<file path="config.mk">
export PLATFORM = sky130hd
export DESIGN_NAME = frame_sync_stream_mux
export DESIGN_NICKNAME = d
export VERILOG_FILES = /design/src/rtl/fsmux_pkg.sv /design/src/rtl/fsmux_lane_sel.sv /design/src/rtl/frame_sync_stream_mux.sv
export SDC_FILE = /design/constraint.sdc
export NUM_CORES = 1
export LEC_CHECK = 0
export ABC_AREA = 1
export CAP_MARGIN = 20
export CORE_MARGIN = 3
export CORE_UTILIZATION = 36
export DETAILED_ROUTE_END_ITERATION = 12
export PLACE_DENSITY = 0.81
export SKIP_LAST_GASP = 1
export SLEW_MARGIN = 20
export SYNTH_ARGS = -nofsm -noshare
export SYNTH_HDL_FRONTEND = slang
export SYNTH_HIERARCHICAL = 1
export SYNTH_SLANG_ARGS = --single-unit
</file>
<file path="constraint.sdc">
create_clock -name iClk -period 3.5 [get_ports iClk]
set_input_delay 1.05 -clock iClk [delete_from_list [all_inputs] [get_ports iClk]]
set_output_delay 1.05 -clock iClk [all_outputs]
set_load 0.005 [all_outputs]
</file>
<file path="src/rtl/fsmux_pkg.sv">
// Shared definitions for the frame-synchronous stream multiplexer.
//   state_e     : controller states (RUN / SWITCH_WAIT / ALIGN)
//   FRAME_CNT_W : width of the emitted-frame counter
package fsmux_pkg;

  typedef enum logic [1:0] {
    RUN         = 2'd0,
    SWITCH_WAIT = 2'd1,
    ALIGN       = 2'd2
  } state_e;

  localparam int unsigned FRAME_CNT_W = 16;

endpackage

</file>
<file path="src/rtl/fsmux_lane_sel.sv">
// Combinational NUM_STREAMS:1 slice selector for pixel and timing lanes.
//   sel                          : stream index to pick
//   r_bus/g_bus/b_bus            : packed pixel channels, stream k at [k*PIX_W +: PIX_W]
//   hsync/vsync/lv/fv_bus        : per-stream timing, bit k = stream k
//   r/g/b, hsync/vsync/lv/fv     : selected stream's lanes (all zero for an out-of-range sel)
module fsmux_lane_sel #(
  parameter int NUM_STREAMS = 8,
  parameter int PIX_W       = 8,
  parameter int SEL_W       = $clog2(NUM_STREAMS)
) (
  input  logic [SEL_W-1:0]             sel,
  input  logic [NUM_STREAMS*PIX_W-1:0] r_bus,
  input  logic [NUM_STREAMS*PIX_W-1:0] g_bus,
  input  logic [NUM_STREAMS*PIX_W-1:0] b_bus,
  input  logic [NUM_STREAMS-1:0]       hsync_bus,
  input  logic [NUM_STREAMS-1:0]       vsync_bus,
  input  logic [NUM_STREAMS-1:0]       lv_bus,
  input  logic [NUM_STREAMS-1:0]       fv_bus,
  output logic [PIX_W-1:0]             r,
  output logic [PIX_W-1:0]             g,
  output logic [PIX_W-1:0]             b,
  output logic                         hsync,
  output logic                         vsync,
  output logic                         lv,
  output logic                         fv
);

  always_comb begin
    r     = '0;
    g     = '0;
    b     = '0;
    hsync = 1'b0;
    vsync = 1'b0;
    lv    = 1'b0;
    fv    = 1'b0;
    for (int unsigned k = 0; k < NUM_STREAMS; k++) begin
      if (sel == SEL_W'(k)) begin
        r     = r_bus[k*PIX_W +: PIX_W];
        g     = g_bus[k*PIX_W +: PIX_W];
        b     = b_bus[k*PIX_W +: PIX_W];
        hsync = hsync_bus[k];
        vsync = vsync_bus[k];
        lv    = lv_bus[k];
        fv    = fv_bus[k];
      end
    end
  end

endmodule

</file>
<file path="src/rtl/frame_sync_stream_mux.sv">
// Frame-synchronous video stream multiplexer. Stream switches requested on
// iSel take effect only at the end of the active stream's frame, and output
// stays blank until the new stream starts a full frame.
//   iClk, iRst (async, active-low)
//   iSel                  : requested stream, ignored when >= NUM_STREAMS
//   iR/iG/iB, iHSync/iVSync/iLineValid/iFrameValid : packed per-stream inputs
//   oR/oG/oB, oHSync/oVSync/oLineValid/oFrameValid : registered selected stream
//   oActiveSel            : stream currently driving the outputs
//   oSwitchPending        : high in SWITCH_WAIT and ALIGN
//   oFrameCount           : count of emitted frames (falling edges of oFrameValid)
module frame_sync_stream_mux
  import fsmux_pkg::*;
#(
  parameter int NUM_STREAMS = 8,
  parameter int PIX_W       = 8,
  parameter int SEL_W       = $clog2(NUM_STREAMS)
) (
  input  logic                         iClk,
  input  logic                         iRst,
  input  logic [SEL_W-1:0]             iSel,
  input  logic [NUM_STREAMS*PIX_W-1:0] iR,
  input  logic [NUM_STREAMS*PIX_W-1:0] iG,
  input  logic [NUM_STREAMS*PIX_W-1:0] iB,
  input  logic [NUM_STREAMS-1:0]       iHSync,
  input  logic [NUM_STREAMS-1:0]       iVSync,
  input  logic [NUM_STREAMS-1:0]       iLineValid,
  input  logic [NUM_STREAMS-1:0]       iFrameValid,
  output logic [PIX_W-1:0]             oR,
  output logic [PIX_W-1:0]             oG,
  output logic [PIX_W-1:0]             oB,
  output logic                         oHSync,
  output logic                         oVSync,
  output logic                         oLineValid,
  output logic                         oFrameValid,
  output logic [SEL_W-1:0]             oActiveSel,
  output logic                         oSwitchPending,
  output logic [FRAME_CNT_W-1:0]       oFrameCount
);

  localparam logic [SEL_W:0] SEL_LIMIT = (SEL_W + 1)'(NUM_STREAMS);

  state_e                 state_q, state_d;
  logic [SEL_W-1:0]       active_sel_q, active_sel_d;
  logic [SEL_W-1:0]       pend_sel_q, pend_sel_d;
  logic                   fv_hist_q, fv_hist_d;
  logic [PIX_W-1:0]       r_q, r_d, g_q, g_d, b_q, b_d;
  logic                   hs_q, hs_d, vs_q, vs_d, lv_q, lv_d, fv_q, fv_d;
  logic [FRAME_CNT_W-1:0] frame_cnt_q, frame_cnt_d;

  logic [PIX_W-1:0] sel_r, sel_g, sel_b;
  logic             sel_hs, sel_vs, sel_lv, sel_fv;
  logic             sel_valid, fv_rise, fv_fall;

  fsmux_lane_sel #(
    .NUM_STREAMS (NUM_STREAMS),
    .PIX_W       (PIX_W),
    .SEL_W       (SEL_W)
  ) u_lane_sel (
    .sel       (active_sel_q),
    .r_bus     (iR),
    .g_bus     (iG),
    .b_bus     (iB),
    .hsync_bus (iHSync),
    .vsync_bus (iVSync),
    .lv_bus    (iLineValid),
    .fv_bus    (iFrameValid),
    .r         (sel_r),
    .g         (sel_g),
    .b         (sel_b),
    .hsync     (sel_hs),
    .vsync     (sel_vs),
    .lv        (sel_lv),
    .fv        (sel_fv)
  );

  always_comb begin
    sel_valid = {1'b0, iSel} < SEL_LIMIT;
    fv_rise   = sel_fv & ~fv_hist_q;
    fv_fall   = ~sel_fv & fv_hist_q;

    state_d      = state_q;
    active_sel_d = active_sel_q;
    pend_sel_d   = pend_sel_q;
    fv_hist_d    = sel_fv;
    r_d  = sel_r;
    g_d  = sel_g;
    b_d  = sel_b;
    hs_d = sel_hs;
    vs_d = sel_vs;
    lv_d = sel_lv;
    fv_d = sel_fv;

    unique case (state_q)
      RUN: begin
        if (sel_valid && (iSel != active_sel_q)) begin
          pend_sel_d = iSel;
          state_d    = SWITCH_WAIT;
        end
      end
      SWITCH_WAIT: begin
        if (sel_valid && (iSel == active_sel_q)) begin
          state_d = RUN;
        end else begin
          if (sel_valid) pend_sel_d = iSel;
          if (fv_fall) begin
            active_sel_d = pend_sel_d;
            // Seed history with the incoming stream's current level so the
            // first cycle on the new stream cannot see a spurious edge.
            fv_hist_d    = iFrameValid[pend_sel_d];
            state_d      = ALIGN;
          end
        end
      end
      ALIGN: begin
        if (fv_rise) begin
          state_d = RUN;
        end else begin
          r_d  = '0;
          g_d  = '0;
          b_d  = '0;
          lv_d = 1'b0;
          fv_d = 1'b0;
        end
      end
      default: state_d = ALIGN;
    endcase

    frame_cnt_d = frame_cnt_q + FRAME_CNT_W'(fv_q & ~fv_d);
  end

  // History resets high so a stream already mid-frame at reset release is
  // not mistaken for a frame start.
  always_ff @(posedge iClk or negedge iRst) begin
    if (!iRst) begin
      state_q      <= ALIGN;
      active_sel_q <= '0;
      pend_sel_q   <= '0;
      fv_hist_q    <= 1'b1;
      r_q          <= '0;
      g_q          <= '0;
      b_q          <= '0;
      hs_q         <= 1'b0;
      vs_q         <= 1'b0;
      lv_q         <= 1'b0;
      fv_q         <= 1'b0;
      frame_cnt_q  <= '0;
    end else begin
      state_q      <= state_d;
      active_sel_q <= active_sel_d;
      pend_sel_q   <= pend_sel_d;
      fv_hist_q    <= fv_hist_d;
      r_q          <= r_d;
      g_q          <= g_d;
      b_q          <= b_d;
      hs_q         <= hs_d;
      vs_q         <= vs_d;
      lv_q         <= lv_d;
      fv_q         <= fv_d;
      frame_cnt_q  <= frame_cnt_d;
    end
  end

  assign oR             = r_q;
  assign oG             = g_q;
  assign oB             = b_q;
  assign oHSync         = hs_q;
  assign oVSync         = vs_q;
  assign oLineValid     = lv_q;
  assign oFrameValid    = fv_q;
  assign oActiveSel     = active_sel_q;
  assign oSwitchPending = (state_q != RUN);
  assign oFrameCount    = frame_cnt_q;

endmodule

</file>
# Word level (Yosys, flattened, before mapping)
# Index checks and enable logic that the tools add are counted.
[op_classes]
add_sub_neg = 1
multipliers = 0
div_mod_pow = 0
magnitude_cmp = 1
n_eq_ne = 14
shift = 0
muxes = 78
bitwise = 7
n_reduce_logical = 5
[op_table]
columns = ["cell", "count"]
rows = [
  ["$mux W8", 30],
  ["$mux W1", 40],
  ["$add A16 B16 Y16", 1],
  ["$and A1 B16 Y16", 1],
  ["$not A1 Y16", 1],
  ["$eq A3 B3 Y1 const B", 4],
  ["$mux W2", 4],
  ["$eq A3 B2 Y1 const B", 2],
  ["$mux W3", 2],
  ["$pmux W2 S3", 1],
  ["$reduce_and A3 Y1", 2],
  ["$lt A3 B4 Y1 const B", 1],
  ["$ne A2 B2 Y1 const B", 2],
  ["$bmux W1 S3", 1],
  ["$eq A3 B1 Y1 const B", 1],
  ["$eq A3 B3 Y1", 1],
  ["$logic_not A3 Y1", 1],
  ["$ne A3 B3 Y1", 1],
  ["$ne A3 B3 Y1 const B", 1],
  ["$not A1 Y1", 3],
  ["$and A1 B1 Y1", 2],
  ["$eq A2 B1 Y1 const B", 1],
  ["$eq A2 B2 Y1 const B", 1],
  ["$logic_not A2 Y1", 1],
  ["$reduce_bool A2 Y1", 1],
]
[word_totals]
regBits = 50
latchBits = 0
mem_bits_rw = 0
romBits = 0
input_bits = 229
output_inout_bits = 48
wordCells = 117
n_memories = 0

# Depth between registers and ports, before layout
# Gate-level depths: netlist of run 1.
[logic_depth]
word_depth = 15
mapped_depth = 19
mapped_depth_nobuf = 17

# Modules after synthesis
# Netlist of run 1, hierarchy kept.
[modules_own_cells]
columns = ["mod", "n_inst", "cells_each", "area_each_um2", "seq_area_each_um2"]
rows = [
  ["frame_sync_stream_mux", 1, 219, 2065.7, 1253.7],
  ["fsmux_lane_sel", 1, 385, 1918.1, 0.0],
]

# Worst setup path after synthesis of run 1
# Ideal clock, no wire load.
[synth_path]
path_kind = "input port to flip-flop"
startpoint = "input port iFrameValid[3]"
endpoint = "register frame_cnt_q[10] (netlist: oFrameCount[10])"
setup_ns = 0.079
arrival_time_ns = 2.686
t_required_ns = 3.421
slack_ns = 0.735
path_stages = 16
path_buffers = 0
path_cell_list = "nand4_1 nand4_1 nor2_1 nand4_1 nand2_1 nand2_1 inv_2 nor2_1 nor2_1 ha_1 ha_1 nand2_1 nor2_2 nand2_1 nor2_2 xor2_1"
[synth_via]
elab_chain_cells = 11
[synth_lines]
columns = ["element", "line_no", "text"]
rows = [
  ["start: declaration", "frame_sync_stream_mux.sv:27", "input logic [NUM_STREAMS-1:0] iFrameValid,"],
  ["$mux W1 * (5 in a row)", "fsmux_lane_sel.sv:37", "if (sel == SEL_W'(k)) begin"],
  ["via sel_fv", "frame_sync_stream_mux.sv:51", "logic sel_hs, sel_vs, sel_lv, sel_fv;"],
  ["$and A1 B1 Y1", "frame_sync_stream_mux.sv:78", "fv_rise = sel_fv & ~fv_hist_q;"],
  ["$mux W1", "frame_sync_stream_mux.sv:115", "if (fv_rise) begin"],
  ["$mux W1 *", "frame_sync_stream_mux.sv:93", "unique case (state_q)"],
  ["via fv_d", "frame_sync_stream_mux.sv:47", "logic hs_q, hs_d, vs_q, vs_d, lv_q, lv_d, fv_q, fv_d;"],
  ["$not A1 Y16 *", "frame_sync_stream_mux.sv:128", "frame_cnt_d = frame_cnt_q + FRAME_CNT_W'(fv_q & ~fv_d);"],
  ["$and A1 B16 Y16 *", "frame_sync_stream_mux.sv:128", ""],
  ["$add A16 B16 Y16 *", "frame_sync_stream_mux.sv:128", ""],
  ["via frame_cnt_d[10]", "frame_sync_stream_mux.sv:48", "logic [FRAME_CNT_W-1:0] frame_cnt_q, frame_cnt_d;"],
  ["end signal: assignment", "frame_sync_stream_mux.sv:159", "frame_cnt_q <= frame_cnt_d;"],
  ["end: declaration", "frame_sync_stream_mux.sv:48", ""],
]
# Mark *: on every way through the listed nets, which the timed path passes. The rest lies on a longest branch.
# A chain may end at the register's enable or synchronous reset.

# Final worst setup path of run 1
[layout_path]
startpoint = "input port iFrameValid[3]"
endpoint = "register frame_cnt_q[14] (netlist: oFrameCount[14])"
# The elaborated chain is that of the path after synthesis.

==> impl_results.md, run 1 <==
* Synth area leader: dfrtp_1
* CP Capture Type: flop
* Crit path DAT at 3.41 ns
* Simple-gate share of the synthesized area at 0.5126
* Post CTS Setup Buffer Count at 0
* Static Leakage at between 2 and 3 nW
* Half-perimeter wire length after placement at roughly 14000 µm
* Fmax at 314.0 MHz
* Cell Pwr Density at approximately 580 nW/µm²
* Seq. cell area at between 1000 and 1500 µm²
* Post-synthesis cell type count at 23
* First-pass GRT wire length at between 20000 and 30000 µm
* DR WL/cell at between 15 and 20 µm
* Complex-gate fraction of the synthesized area at 0.006281
* Count leader, synth: nand4_1
* Worst reg2reg startpoint: oActiveSel[0]$_DFFE_PN0P_
* Cell Chain, Critical Path: clkdlybuf4s50_1 -> nand4_1 -> nand4_1 -> nor2_1 -> nand4_1 -> nand2_1 -> nand2_1 -> inv_2 -> nor2_1 -> nor2_1 -> ha_1 -> ha_1 -> nand2_1 -> nor2_2 -> nand3_2 -> nor2_2 -> xor2_1
* Nets at about 1100
* Routed via count at 5313
* Routed wire length at approximately 18000 µm
* Final setup margin at around 0.31 ns
* Largest family of logic cells by synthesized area: simple AND/OR/NAND/NOR gates
* Die footprint at approximately 12000 µm²
* Antenna violations before repair at 0
* Slew @ Worst Pin at about 0.74 ns
* CP Launch Type: primary input
* Mapped cell area at 3984 µm²
* Syn. warnings at 6
* Largest net degree at the start of global routing at 81
* Diode count at 0
* Xor and xnor fraction of the mapped netlist area at 0.03298
* Hold_buf cts at 0
* Worst Hold Depth at 1
* Multiplexer area fraction after synthesis at 0
* Setup WS pre-CTS at -0.003812 ns
* CP max FO at 4
* RSZ-0062 raised after global routing: no
* # placed instances at between 900 and 1000
* Worst path bufs/invs at 2
* Worst-case clock buffer depth at 2
* Vias per std cell at roughly 5.3
* Gp weighted congestion at between 0.9 and 1
* Inserted Clock Buffers at 5
* Setup violations, final at 0
* I/O Buffers at around 280
* Routed length on met3 at between 1000 and 1500 µm
* Cell Rows at 37
* FF-to-FF setup slack at between 0.6 and 0.7 ns
* CTS tree: built
* Sequential area share after synthesis at 0.3147
* Multi-input gate area at between 2000 and 2500 µm²
* Hold Crit Start: oFrameCount[15]$_DFF_PN0_
* Post-synth top flop: dfrtp_1
* Post-synth EDFFs at 0
* Status: finished clean
* Final min period at ~3.2 ns
* Delay of the slowest critical-path stage at approximately 0.42 ns
* Synth top area cells: dfrtp_1 (30%), nand4_1 (22%), nand2_1 (12%)
* H-tree depth at 2
* Mean Syn Cell Area at 6.596 µm²
* Layout area overhead at 73.56%
* Worst-path clk slew at roughly 0.1 ns
* Hold WC Path Type: reg -> reg
* Post-Synthesis Cells at 604
* Die height at 111.2 µm
* Post-synth top cells: nand4_1 (141), nand2_1 (129), nor2_1 (90), inv_1 (72), dfrtp_1 (48)
* Clock skew at roughly 0.014 ns
* Drc violations at 0
* Vias in the first global route at about 5200
* Final slew viol count at 0
* Type of the worst setup path: in -> reg
* IR drop worst, VDD at approximately 0.4 mV
* CP delay by family, top: simple AND/OR/NAND/NOR gates
* Crit share post-route at 0.9100
* Root Driver: clkbuf_8
* Setup tns final at 0 ns
* CP required at 3.73 ns
* Routed Antenna Nets at 0
* Core Box Area at between 10000 and 15000 µm²
* Post-cts resize count at 0
* Die X at 111.2 µm
* Met1 wire length at around 7200 µm
* Uppermost layer routed: met4
* Min-Delay Endpoint: oFrameCount[15]$_DFF_PN0_
* 1st-iter DRT viols at roughly 460
* First drt pass iteration count at 6
* Syn nets at 835
* Fin cells at roughly 1000
* Effective utilization at floorplan at 0.3774
* Share of cells above drive strength 1 at 0.05930
* Fillers at about 900
* Adder-cell area share of the yosys netlist at 0.006281
* Slew headroom at 0.5047
* Maxcap violations at 0
* Gr usage total at 0.2818
* CP max-delay cell: clkdlybuf4s50_1
* #FFs+latches synth at 50
* Synth top area share at 0.3015
* Async set or reset register ratio after synthesis at 1.000
* R2r endpoint: oFrameCount[10]$_DFF_PN0_
* Met2 routed WL at 9240 µm
* R2R depth at 16
* Worst skew pair latency at between 0.3 and 0.4 ns
* Final Hold Fails at 0
* Sink Count at 50
* I/O Pins at around 280
* Grt ovf at 0
## logic make-up after synthesis
| logic type | Yosys count |
|---|---|
| AO/OA/AOI/OAI | 5 |
| XOR/XNOR | 15 |
| adder cells (fa/ha/maj) | 2 |
| buffers and inverters | 121 |
| flip-flops | 50 |
| AND/OR/NAND/NOR | 411 |
## power breakdown
group | internal, W | leakage (nW) | switching [W] | total, W
Clock | 0.000148 | 0.0502 | 0.000208 | 0.000357
Combinational | 0.00115 | 2.30 | 0.00152 | 0.00267
Sequential | 0.000825 | 0.608 | 0.000173 | 0.000998
Total | 0.00212 | 2.96 | 0.00190 | 0.00403
## placed cells by master, fill, tap and decap left out, drive strengths merged
cell type,n
clkdlybuf4s50,275
nand4,141
nand2,131
nor2,94
inv,78
dfrtp,48
nand3,38
buf,16
xor2,9
nor3,7
xnor2,6
clkbuf,5
o21ai,5
clkinv,3
ha,2
dfstp,2
## through the flow
| stage | instance area [µm²] | power [W] | hold slack [ns] | utilization |
|---|---|---|---|---|
| 6_report | 6914 | 0.004025 | 0.4873 | 0.6551 |
| 5_1_grt | 6914 | 0.004347 | 0.5246 | 0.6551 |
| 4_1_cts | 6914 | 0.004029 | 0.4834 | 0.6551 |
| 3_5_place_dp | 6817 | 0.003659 | 0.4662 | 0.6458 |
| 3_3_place_gp | 6817 | 0.003585 | 0.4698 | 0.6458 |
| 2_1_floorplan | 3984 | 0.002461 | 0.4655 | - |
## flip-flops by register name, summed over array words and instances, names as in the netlist
name and flops:
oFrameCount 16, oR 8, state_q 2, oHSync 1
fv_hist_q 1, oVSync 1, oB 8, oLineValid 1
oActiveSel 3, oFrameValid 1, oG 8
## metal layers
layer  vias to the layer above  GRT usage
li1                       2553          -
met5                         -          0
met4                         0    0.07543
met2                       265     0.4978
met1                      2459     0.3570
met3                        36    0.04367
## worst register-to-register path, stage by stage, from the launching register on
cell and delay (ns):
dfrtp_2 0.59, inv_2 0.22, nor3_4 0.42, nand2_1 0.10
nand4_1 0.18, nand2_1 0.09, nand2_1 0.10, inv_2 0.05
nor2_1 0.13, nor2_1 0.06, ha_1 0.19, ha_1 0.21
nand2_1 0.08, nor2_2 0.07, nand2_1 0.11, nor2_2 0.05
xor2_1 0.13
## final cells by class
class,instances,share of cell area
Clock inverter,3,0.004162
Sequential cell,50,0.1817
Inverter,78,0.04253
Timing Repair Buffer,291,0.4151
Tap cell,136,0.02461
Multi-Input combinational cell,433,0.3219
Clock buffer,5,0.009953
## how the worst max path moves through the flow
| stage | endpoint | from | slack, ns | depth (start not counted) |
|---|---|---|---|---|
| floorplan | oFrameCount[10]$_DFF_PN0_ | iFrameValid[3] | 0.73 | 16 |
| global placement | oFrameCount[10]$_DFF_PN0_ | iFrameValid[3] | 0.17 | 17 |
| detailed placement | oFrameCount[14]$_DFF_PN0_ | iFrameValid[0] | -0.004 | 17 |
| CTS | oFrameCount[14]$_DFF_PN0_ | iFrameValid[0] | 0.32 | 17 |
| global route | oFrameCount[10]$_DFF_PN0_ | iFrameValid[2] | 0.14 | 17 |
| finish | oFrameCount[14]$_DFF_PN0_ | iFrameValid[3] | 0.31 | 17 |
Note: power is estimated with default switching activity, not from simulation.
==> run 2: changes to the inputs <==
- GPL_TIMING_DRIVEN: unset -> 0
==> impl_results.md, run 2 (synthesis results as in run 1) <==
* Gr usage total at 0.3264 (+0.04451)
* Static Leakage at 3.060 nW (+3.3%)
* Most frequent cells in the layout: clkdlybuf4s50_1 (275), nand4_1 (141), nand2_1 (129)
* Multi-input gate area at 2228 µm² (+0.11%)
* Core Box Area at 10560 µm² (unchanged)
* Fmax at 302.8 MHz (-3.6%)
* Hold WC Path Type: reg -> reg
* Setup violations, final at 0 (unchanged)
* 1st-iter DRT viols at 515 (+13%)
* Final slew viol count at 0 (unchanged)
* Max reg flops at 16 (unchanged)
* Slew @ Worst Pin at 0.6582 ns (-0.08478 ns)
* Hold_buf cts at 0 (unchanged)
* Worst-path clk slew at 0.10 ns (about the same)
* Design area at 7039 µm² (+1.8%)
* Placed cell area at 6914 µm² (+1.4%)
* Gp weighted congestion at 0.9694 (-1.4%)
* Die X at 111.2 µm (unchanged)
* Antenna violations before repair at 3 (+3)
* Root Driver: clkbuf_8
* Cell Chain, Critical Path: inv_2 -> nor3_4 -> buf_2 -> nand2_1 -> nand4_1 -> nand2_1 -> nand2_1 -> inv_4 -> nor2_1 -> nor2_1 -> ha_1 -> ha_1 -> nand2_1 -> nor2_4 -> nand2_1 -> nor2_2 -> xor2_1
* Setup tns final at 0 ns (unchanged)
* Drc violations at 0 (unchanged)
* Routed via count at 5699 (+7.3%)
* CP Capture Type: flop
* Met2 GRT Util at 0.5509 (+0.05308)
* Inserted Clock Buffers at 5 (unchanged)
* Worst-case clock buffer depth at 2 (unchanged)
* Cell Pwr Density at 607.8 nW/µm² (+4.4%)
* Nets at 1118 (+2.6%)
* I/O Pins at 277 (unchanged)
* Cell Rows at 37 (unchanged)
* Die height at 111.2 µm (unchanged)
* Grt ovf at 0 (unchanged)
* Final core occ at 0.6669 (+0.01185)
* DR WL/cell at 20.67 µm (+14%)
* First-pass GRT wire length at 31400 µm (+12%)
* CP Launch Type: flop
* Final min period at 3.302 ns (+0.1173 ns)
* Crit path DAT at 3.50 ns (+0.09 ns)
* Type of the worst setup path: reg -> reg
* Routing usage on met1 at 0.4028 (+0.04581)
* Largest net degree at the start of global routing at 51 (-37%)
* Share of cells above drive strength 1 at 0.07995 (+0.02065)
* GRT met3 Usage at 0.08297 (+0.03930)
* Slew headroom at 0.5612 (+0.05652)
* Commonest non-fill, non-tap cell in the layout: clkdlybuf4s50_1
* H-tree depth at 2 (unchanged)
* RSZ-0062 raised after global routing: no
* Half-perimeter wire length after placement at 17030 µm (+18%)
* CP max-delay cell: dfrtp_1
* First drt pass iteration count at 7 (+1)
* Die footprint at 12360 µm² (unchanged)
* Seq. cell area at 1254 µm² (-0.20%)
* Worst path bufs/invs at 3 (+1)
* Vias per std cell at 5.555 (+4.1%)
* Routed wire length at 21200 µm (+17%)
* Layout area overhead at 76.70%
* Fillers at 926 (+2.8%)
* Worst skew pair latency at 0.31 ns (about the same)
* I/O Buffers at 276 (unchanged)
* Clock skew at 0.01605 ns (+0.002259 ns)
* Global route hottest layer: met2
* Vias in the first global route at 5431 (+4.2%)
* IR drop worst, VDD at 0.3233 mV (-19%)
* CP max FO at 10 (+6)
* CP delay by family, top: simple AND/OR/NAND/NOR gates
* Post CTS Setup Buffer Count at 0 (unchanged)
* CP required at 3.69 ns (-0.04 ns)
* Maxcap violations at 0 (unchanged)
* Status: finished clean
* Final Hold Fails at 0 (unchanged)
* Sink Count at 50 (unchanged)
* Routed Antenna Nets at 0 (unchanged)
* Delay of the slowest critical-path stage at 0.59 ns (+0.17 ns)
* CTS tree: built
* Post-cts resize count at 0 (unchanged)
* Crit share post-route at 0.9435 (+0.03350)
* Most used cell, CP: nand2_1
* Effective utilization at floorplan at 0.3774 (unchanged)
==> run 2: layer usage <==
metal	vias up	routed length, µm
li1	2607	-
met1	2668	8213
met2	367	10180
met4	2	827
met5	-	14
met3	55	1965
==> run 2: stage by stage <==
step	hold slack [ns]	power, W	setup slack, ns	cells
3_5_place_dp	0.4814	0.003796	-0.1122	1016
6_report	0.4951	0.004279	0.1977	1026
4_1_cts	0.4951	0.004232	0.2012	1024
3_3_place_gp	0.4606	0.003723	-0.1351	1016
2_1_floorplan	0.4655	0.002461	0.7347	604
5_1_grt	0.5067	0.004582	0.01454	1026
==> run 2: worst register-to-register path: cells and delay by family (launching register included) <==
kind / cells / cell delay (ns)
AND/OR/NAND/NOR: 11 / 1.46
buffers and inverters: 3 / 0.60
flip-flops: 1 / 0.59
adder cells (fa/ha/maj): 2 / 0.41
XOR/XNOR: 1 / 0.14
==> run 2: final cells by class <==
| type | instances | area share |
|---|---|---|
| antenna | 2 | 0.0007110 |
| buffer | 43 | 0.03039 |
| clock buffer | 5 | 0.009776 |
| clock inverter | 3 | 0.006221 |
| inverter | 78 | 0.04195 |
| multi-input combinational | 433 | 0.3166 |
| sequential | 50 | 0.1781 |
| tap | 136 | 0.02417 |
| timing repair buffer | 276 | 0.3921 |
==> run 2: final timing paths <==
| check | slack (ns) | end | from | depth (start not counted) |
|---|---|---|---|---|
| worst max-delay path | 0.20 | oFrameCount[10]$_DFF_PN0_ | oActiveSel[1]$_DFFE_PN0P_ | 17 |
| worst min-delay path | 0.50 | oFrameCount[15]$_DFF_PN0_ | oFrameCount[15]$_DFF_PN0_ | 1 |
| worst max register to register | 0.20 | oFrameCount[10]$_DFF_PN0_ | oActiveSel[1]$_DFFE_PN0P_ | 17 |
| worst min register to register | 0.50 | oFrameCount[15]$_DFF_PN0_ | oFrameCount[15]$_DFF_PN0_ | 1 |
| max in group asynchronous | 2.29 | oFrameCount[0]$_DFF_PN0_ | iRst | 1 |
| min in group asynchronous | 0.76 | oB[5]$_DFF_PN0_ | iRst | 1 |
==> run 2: report_power, final <==
group          internal (W)  switching (W)  total [W]
registers          0.000824       0.000141   0.000965
logic               0.00120        0.00169    0.00289
clock network      0.000215       0.000207   0.000422
total               0.00224        0.00204    0.00428
==> run 3: changes to the inputs <==
- REMOVE_ABC_BUFFERS: unset -> 1
==> impl_results.md, run 3 (synthesis results as in run 1) <==
* Die footprint at 12360 µm² (unchanged)
* Grt ovf at 0 (unchanged)
* Final slew viol count at 0 (unchanged)
* Nets at 1093 (-2.2%)
* Drc violations at 0 (unchanged)
* Routed via count at 5371 (-5.8%)
* Root Driver: clkbuf_8
* First-pass GRT wire length at 28350 µm (-9.7%)
* Inserted Clock Buffers at 5 (unchanged)
* Worst-path clk slew at 0.10 ns (about the same)
* Sink Count at 50 (unchanged)
* Gr usage total at 0.2834 (-0.04291)
* CP Capture Type: flop
* CTS tree: built
* Crit share post-route at 0.9244 (-0.01909)
* Routed Antenna Nets at 0 (unchanged)
* Crit path DAT at 3.47 ns (-0.03 ns)
* H-tree depth at 2 (unchanged)
* Half-perimeter wire length after placement at 13150 µm (-23%)
* CP required at 3.73 ns (+0.04 ns)
* Core Box Area at 10560 µm² (unchanged)
* Routed wire length at 18150 µm (-14%)
* Final min period at 3.236 ns (-0.06682 ns)
* Setup tns final at 0 ns (unchanged)
* Die X at 111.2 µm (unchanged)
* Hold_buf cts at 0 (unchanged)
* Worst-case clock buffer depth at 2 (unchanged)
* Maxcap violations at 0 (unchanged)
* Vias in the first global route at 5330 (-1.9%)
* 1st-iter DRT viols at 451 (-12%)
* Cell Pwr Density at 605.0 nW/µm² (-0.46%)
* First drt pass iteration count at 5 (-2)
* Antenna violations before repair at 0 (-3)
* CP Launch Type: primary input
* Effective utilization at floorplan at 0.3774 (unchanged)
* I/O Pins at 277 (unchanged)
* Share of cells above drive strength 1 at 0.06373 (-0.01622)
* Final Hold Fails at 0 (unchanged)
* DR WL/cell at 18.17 µm (-12%)
* Cell Rows at 37 (unchanged)
* Total power at 0.004286 W (+0.18%)
* Most frequent cells in the layout: clkdlybuf4s50_1 (275), nand4_1 (141), nand2_1 (127)
* Static Leakage at 3.020 nW (-1.3%)
* Slew headroom at 0.5713 (+0.01016)
* Vias per std cell at 5.376 (-3.2%)
* Status: finished clean
* Diode count at 0 (-2)
* Setup violations, final at 0 (unchanged)
* IR drop worst, VDD at 0.4009 mV (+24%)
* Largest net degree at the start of global routing at 68 (+33%)
* Hold WC Path Type: reg -> reg
* Max reg flops at 16 (unchanged)
* Fmax at 309.1 MHz (+2.1%)
* Commonest non-fill, non-tap cell in the layout: clkdlybuf4s50_1
* Die height at 111.2 µm (unchanged)
* Layout area overhead at 77.83%
* Gp weighted congestion at 0.9129 (-5.8%)
* I/O Buffers at 276 (unchanged)
* Slew @ Worst Pin at 0.6430 ns (-0.01524 ns)
* Clock skew at 0.007398 ns (-0.008652 ns)
* Type of the worst setup path: in -> reg
* RSZ-0062 raised after global routing: no
* CP max FO at 4 (-6)
* Worst skew pair latency at 0.30 ns (about the same)
==> run 3: power breakdown <==
part / switching (W) / internal [W]
Combinational: 0.00166 / 0.00126
Clock: 0.000196 / 0.000214
Sequential: 0.000122 / 0.000831
==> run 3: area by class of cell <==
class	instances	area (µm²)
multi-input combinational	433	2255
timing repair inverter	1	3.754
clock inverter	2	37.54
sequential	50	1261
clock buffer	6	72.57
inverter	78	305.3
fill	881	3471
timing repair buffer	293	2979
tap	136	170.2
==> run 3: path summary, 6_finish.rpt <==
path	from	slack, ns	cells past startpoint	to
worst max-delay path	iFrameValid[1]	0.26	17	oFrameCount[14]$_DFF_PN0_
worst min-delay path	oFrameCount[15]$_DFF_PN0_	0.48	1	oFrameCount[15]$_DFF_PN0_
worst max register to register	oActiveSel[2]$_DFFE_PN0P_	0.31	17	oFrameCount[10]$_DFF_PN0_
worst min register to register	oFrameCount[15]$_DFF_PN0_	0.48	1	oFrameCount[15]$_DFF_PN0_
max in group asynchronous	iRst	2.25	1	oActiveSel[1]$_DFFE_PN0P_
min in group asynchronous	iRst	0.76	1	oLineValid$_DFF_PN0_
==> run 3: repair_timing <==
| action | in CTS | in global routing |
|---|---|---|
| setup buffers | 7 | 2 |
| pin swaps | 3 | 1 |
| endpoints found under the setup margin | 15 | 9 |
| gates cloned | 1 | 0 |
| gates resized for setup | 8 | 3 |
==> run 3: layer usage <==
metal  global-route usage  wire length [µm]
met5                    0                 0
met1               0.3417              6706
met3              0.05513              1759
met2               0.5143              9262
met4              0.07299               419
==> run 3: critical path: stages <==
cell and delay (ns):
clkdlybuf4s50_1 0.45, nand4_1 0.12, nand4_1 0.11, nor2_1 0.13, nand4_1 0.16, nand2_1 0.14
nand2_2 0.12, clkinv_4 0.06, nor2_1 0.04, nor2_1 0.08, ha_1 0.18, ha_1 0.19
nand2_1 0.10, nor2_4 0.15, nand3_2 0.12, nor2_2 0.10, xor2_1 0.15
==> run 3: stage by stage <==
step           hold slack [ns]  worst slack [ns]  utilization  instance area [µm²]  instances
6_report                0.4775            0.2645       0.6712                 7084        999
5_1_grt                 0.5108           0.01940       0.6712                 7084        999
4_1_cts                 0.4788           0.04406       0.6690                 7062        997
3_5_place_dp            0.4638           -0.7193       0.6505                 6867        981
3_3_place_gp            0.4647            -3.677       0.6350                 6703        973
2_1_floorplan           0.4655           -0.9985            -                 3770        561
